### src/rtl/alu_pkg.sv
// alu_pkg: shared width and opcode encodings for the ice-risc ALU
package alu_pkg;
  localparam int XLEN = 32;
  localparam logic [5:0] ALU_ADD  = 6'd0;
  localparam logic [5:0] ALU_SUB  = 6'd1;
  localparam logic [5:0] ALU_AND  = 6'd2;
  localparam logic [5:0] ALU_OR   = 6'd3;
  localparam logic [5:0] ALU_XOR  = 6'd4;
  localparam logic [5:0] ALU_NOR  = 6'd5;
  localparam logic [5:0] ALU_SLL  = 6'd6;
  localparam logic [5:0] ALU_SRL  = 6'd7;
  localparam logic [5:0] ALU_SRA  = 6'd8;
  localparam logic [5:0] ALU_SLT  = 6'd9;
  localparam logic [5:0] ALU_SLTU = 6'd10;
  localparam logic [5:0] ALU_MUL  = 6'd11;
  localparam logic [5:0] ALU_PASSA = 6'd12;
  localparam logic [5:0] ALU_PASSB = 6'd13;
  localparam logic [5:0] ALU_LUI  = 6'd14;
endpackage

### src/rtl/alu_core.sv
// alu_core: combinational operation select, unused opcodes yield zero
module alu_core
  import alu_pkg::*;
(
  input  logic [XLEN-1:0] a_i,
  input  logic [XLEN-1:0] b_i,
  input  logic [5:0]      op_i,
  output logic [XLEN-1:0] res_o
);
  logic [4:0] sh;
  assign sh = b_i[4:0];
  // result mux; only the low five bits of b shift
  always_comb begin
    res_o = '0;
    case (op_i)
      ALU_ADD:   res_o = a_i + b_i;
      ALU_SUB:   res_o = a_i - b_i;
      ALU_AND:   res_o = a_i & b_i;
      ALU_OR:    res_o = a_i | b_i;
      ALU_XOR:   res_o = a_i ^ b_i;
      ALU_NOR:   res_o = ~(a_i | b_i);
      ALU_SLL:   res_o = a_i << sh;
      ALU_SRL:   res_o = a_i >> sh;
      ALU_SRA:   res_o = $unsigned($signed(a_i) >>> sh);
      ALU_SLT:   res_o = {31'b0, $signed(a_i) < $signed(b_i)};
      ALU_SLTU:  res_o = {31'b0, a_i < b_i};
      ALU_MUL:   res_o = a_i * b_i;
      ALU_PASSA: res_o = a_i;
      ALU_PASSB: res_o = b_i;
      ALU_LUI:   res_o = {b_i[15:0], 16'h0};
      default:   res_o = '0;
    endcase
  end
endmodule

### src/rtl/alu.sv
// alu: registered 32-bit ALU with zero/sign flags derived from the same next result
module alu
  import alu_pkg::*;
(
  input  logic            clk,
  input  logic            rst,
  input  logic [XLEN-1:0] a,
  input  logic [XLEN-1:0] b,
  input  logic [5:0]      op,
  output logic            zero,
  output logic            sign,
  output logic [XLEN-1:0] x
);
  logic [XLEN-1:0] x_d, x_q;
  logic            zero_q, sign_q;
  alu_core u_core (.a_i(a), .b_i(b), .op_i(op), .res_o(x_d));
  // result and flags update together so they never disagree
  always_ff @(posedge clk) begin
    if (rst) begin
      x_q    <= '0;
      zero_q <= 1'b1;
      sign_q <= 1'b0;
    end else begin
      x_q    <= x_d;
      zero_q <= x_d == '0;
      sign_q <= x_d[XLEN-1];
    end
  end
  assign x    = x_q;
  assign zero = zero_q;
  assign sign = sign_q;
endmodule

### config.mk
export PLATFORM = sky130hd
export DESIGN_NAME = alu
export DESIGN_NICKNAME = d
export VERILOG_FILES = /design/src/rtl/alu_pkg.sv /design/src/rtl/alu_core.sv /design/src/rtl/alu.sv
export SDC_FILE = /design/constraint.sdc
export NUM_CORES = 2
export LEC_CHECK = 0
export CORE_MARGIN = 2
export CORE_UTILIZATION = 36
export CTS_CLUSTER_DIAMETER = 120
export DETAILED_ROUTE_END_ITERATION = 16
export SYNTH_ARGS = -nofsm -noshare
export SYNTH_HDL_FRONTEND = slang
export SYNTH_SLANG_ARGS = --single-unit
### constraint.sdc
create_clock -name clk -period 34.8 [get_ports clk]
set_clock_uncertainty 0.1 [all_clocks]
set_input_delay 8.7 -clock clk [delete_from_list [all_inputs] [get_ports clk]]
set_output_delay 8.7 -clock clk [all_outputs]
set_load 0.05 [all_outputs]
==> results.yml <==
setup_path:
  crit_type: "input pin to flip-flop"
  cp.required_ns: 34.90
  start_kind: "input pin"
  cp.arrival_ns: 18.65
  endpoint_kind: "flip-flop"
  path_max_fanout: 22
finish:
  fin_nets: 3977
  drive_above_1_share_pct: 6.35
  nFillCells: 7380
  syn_to_final_growth_pct: 8.30
logic_synthesis:
  synth_nets: 4008
  synth_largest_area_cell: "fa_1"
  synth_seq_cells: 33
  ys.flop_type: "dfxtp_1"
  netlist_area_sq_um: 26000
  yosys_warnings: 0
  synth_common_cells: "473 x inv_1, 452 x nor2_1, 410 x fa_1"
  avgSynthCellArea_sq_um: 7.87
  ys_seq_area_share_pct: 2.54
  synth_area_leaders: "fa_1 32%, ha_1 11%, inv_1 6.8%, nor2_1 6.5%, nand2_1 5.3%"
  synthDominantCellAreaShare_pct: 31.5
  synth-edff-count: 0
  async_reset_ff_share_pct: 0
  synth_cells: 3306
  netlist-cell-type-count: 96
  synthMostInstantiatedCell: "inv_1"
timing:
  fin_setup_tns_ns: 0
  clock.fmax_mhz: 53.9
  fin_crit_sh_pct: 53.3
  relSlewSlack_pct: 15.9
  rsz0062_at_grt: "no"
  drv_slew: 0
  setup_violations: 0
  min_period_ns: 18.56
  worst_slew_pin_slew_ns: 1.23
  whs_ns: 9.00
  finalHoldViolCount: 0
grt:
  grt_max_degree: 73
  use_met3_pct: 11.6
  grt_pass1_vias: 26386
  antenna_found_initial: 5
  use_met2_pct: 47.5
  gr-usage-all-layers_pct: 33.4
  top_usage_layer: "met2"
  gr-total-overflow: 0
  met1_usage_pct: 44.8
  grt_pass1_wl_microns: 182000
placed_design:
  hpwl_microns: 95100
  routabilityCongestion: 1.05
  portBuffers: 105
clock_tree:
  numClockSinks: 33
  clk_pin_slew_ns: 0.06
  cts_resized: 0
  cts_tree: "yes"
  clockRootBuffer: "clkbuf_16"
  htreeDepth: 2
  post_cts_buffers: 0
  clock_path_buffers: 2
  cts_buffers: 5
  ctsHoldBuffers: 0
floorplanning:
  die_w_microns: 273
  num_rows: 98
  die_h_microns: 273
  start_util_pct: 36.4
  dieArea_sq_um: 74400
  num_io_pins: 106
  core-area_sq_um: 71500
min_path:
  hp-start: "b[4]"
  hold_class: "input pin to flip-flop"
  worstHoldPathCells: 4
  whs_endpoint: "x[7]$_SDFF_PP0_"
detailed_routing:
  wl_per_cell_microns: 29.4
  antenna_left: 0
  post-route-drc-count: 0
  drtIter0Drc: 3730
  wl_microns: 124000
  routed_via_density: 6.24
  first_pass_iters: 8
  routed-via-count: 26382
run_status:
  status: "completed"
flow_run:
  drv_cap: 0
==> logic make-up (layout without fill, tap and decap cells) <==
kind of cell / after synthesis / count (layout) / share of synthesized area, %
muxes: 118 / 118 / 6.63
other: 0 / 3 / 0
and+or+nand+nor: 1108 / 1108 / 18.7
buffers and inverters: 726 / 696 / 10.8
DFF: 33 / 33 / 2.54
adders and majority gates: 630 / 630 / 42.1
xor gates and xnor gates: 92 / 92 / 3.10
AOI/OAI and AO/OA: 599 / 599 / 16.1
==> area by class of cell <==
| class | count | area (sq um) | share of cell area [%] |
|---|---|---|---|
| well taps | 950 | 1190 | 4.22 |
| diodes | 3 | 7.51 | 0.0266 |
| inverters | 491 | 1840 | 6.54 |
| flip-flops and latches | 33 | 661 | 2.34 |
| multi-input cells | 2547 | 22600 | 80.1 |
| clock buffers | 6 | 139 | 0.493 |
| clock inverters | 2 | 37.5 | 0.133 |
| repair buffers | 197 | 1720 | 6.11 |
==> flip-flops by register name, summed over array words and instances (netlist names) <==
signal,count
zero,1
x,32
==> per-layer routing <==
| metal | routed length (microns) | up-vias |
|---|---|---|
| li1 | - | 10903 |
| met1 | 49600 | 13106 |
| met2 | 50200 | 1948 |
| met3 | 16800 | 421 |
| met4 | 7650 | 4 |
| met5 | 32 | - |
==> per-stage QoR <==
stage                     util, %  worst slack, ns  cell area (sq um)  std cells
after floorplan                 -            16.94              26000       3306
after global placement       39.2            16.51              28000       4218
after detailed placement     39.2            16.32              28000       4218
after CTS                    39.4            16.59              28200       4226
after global routing         39.4            16.05              28200       4226
final                        39.4            16.24              28200       4229
==> layout by cell type, fill, tap and decap left out, types with 25 or more instances in the layout <==
master / instances
inv_1: 473
nor2_1: 448
fa_1: 410
nand2_1: 366
ha_1: 220
a21oi_1: 149
clkdlybuf4s50_1: 100
buf_4: 94
o21ai_0: 89
xnor2_1: 72
nand3_1: 61
mux2i_1: 51
nor3_1: 39
mux4_2: 37
o211ai_1: 36
dfxtp_1: 33
a22oi_1: 32
a211oi_1: 30
a221oi_1: 25
==> worst max-delay path by stage <==
stage                     slack (ns)               to  cells after the start  start
after detailed placement       16.32  zero$_SDFF_PP1_                     28   b[6]
after global placement         16.51  zero$_SDFF_PP1_                     28   b[5]
after global routing           16.05  zero$_SDFF_PP1_                     28   b[5]
after floorplan                16.94  zero$_SDFF_PP1_                     31   b[3]
final                          16.24  zero$_SDFF_PP1_                     28   b[6]
after CTS                      16.59  zero$_SDFF_PP1_                     28   b[6]
==> critical path, cell delays in order <==
cell and delay, ns:
clkdlybuf4s50_1 0.75, inv_1 1.08, nor2_1 0.15, fa_1 0.58
fa_1 0.44, fa_1 0.52, inv_1 0.05, fa_1 0.47
inv_1 0.05, fa_1 0.50, inv_1 0.06, fa_1 0.53
inv_1 0.05, fa_1 0.49, fa_1 0.42, ha_1 0.38
inv_1 0.09, nor2_1 0.10, o22ai_1 0.08, a41o_1 0.30
o31a_1 0.40, nor2_1 0.21, mux2i_1 0.22, or4_1 0.61
a2111oi_0 0.47, nand4_1 0.18, or4_1 0.46, o41ai_2 0.27
Power is not shown: default switching activity piles up to over one toggle a cycle in this logic, so the estimate is an artifact.
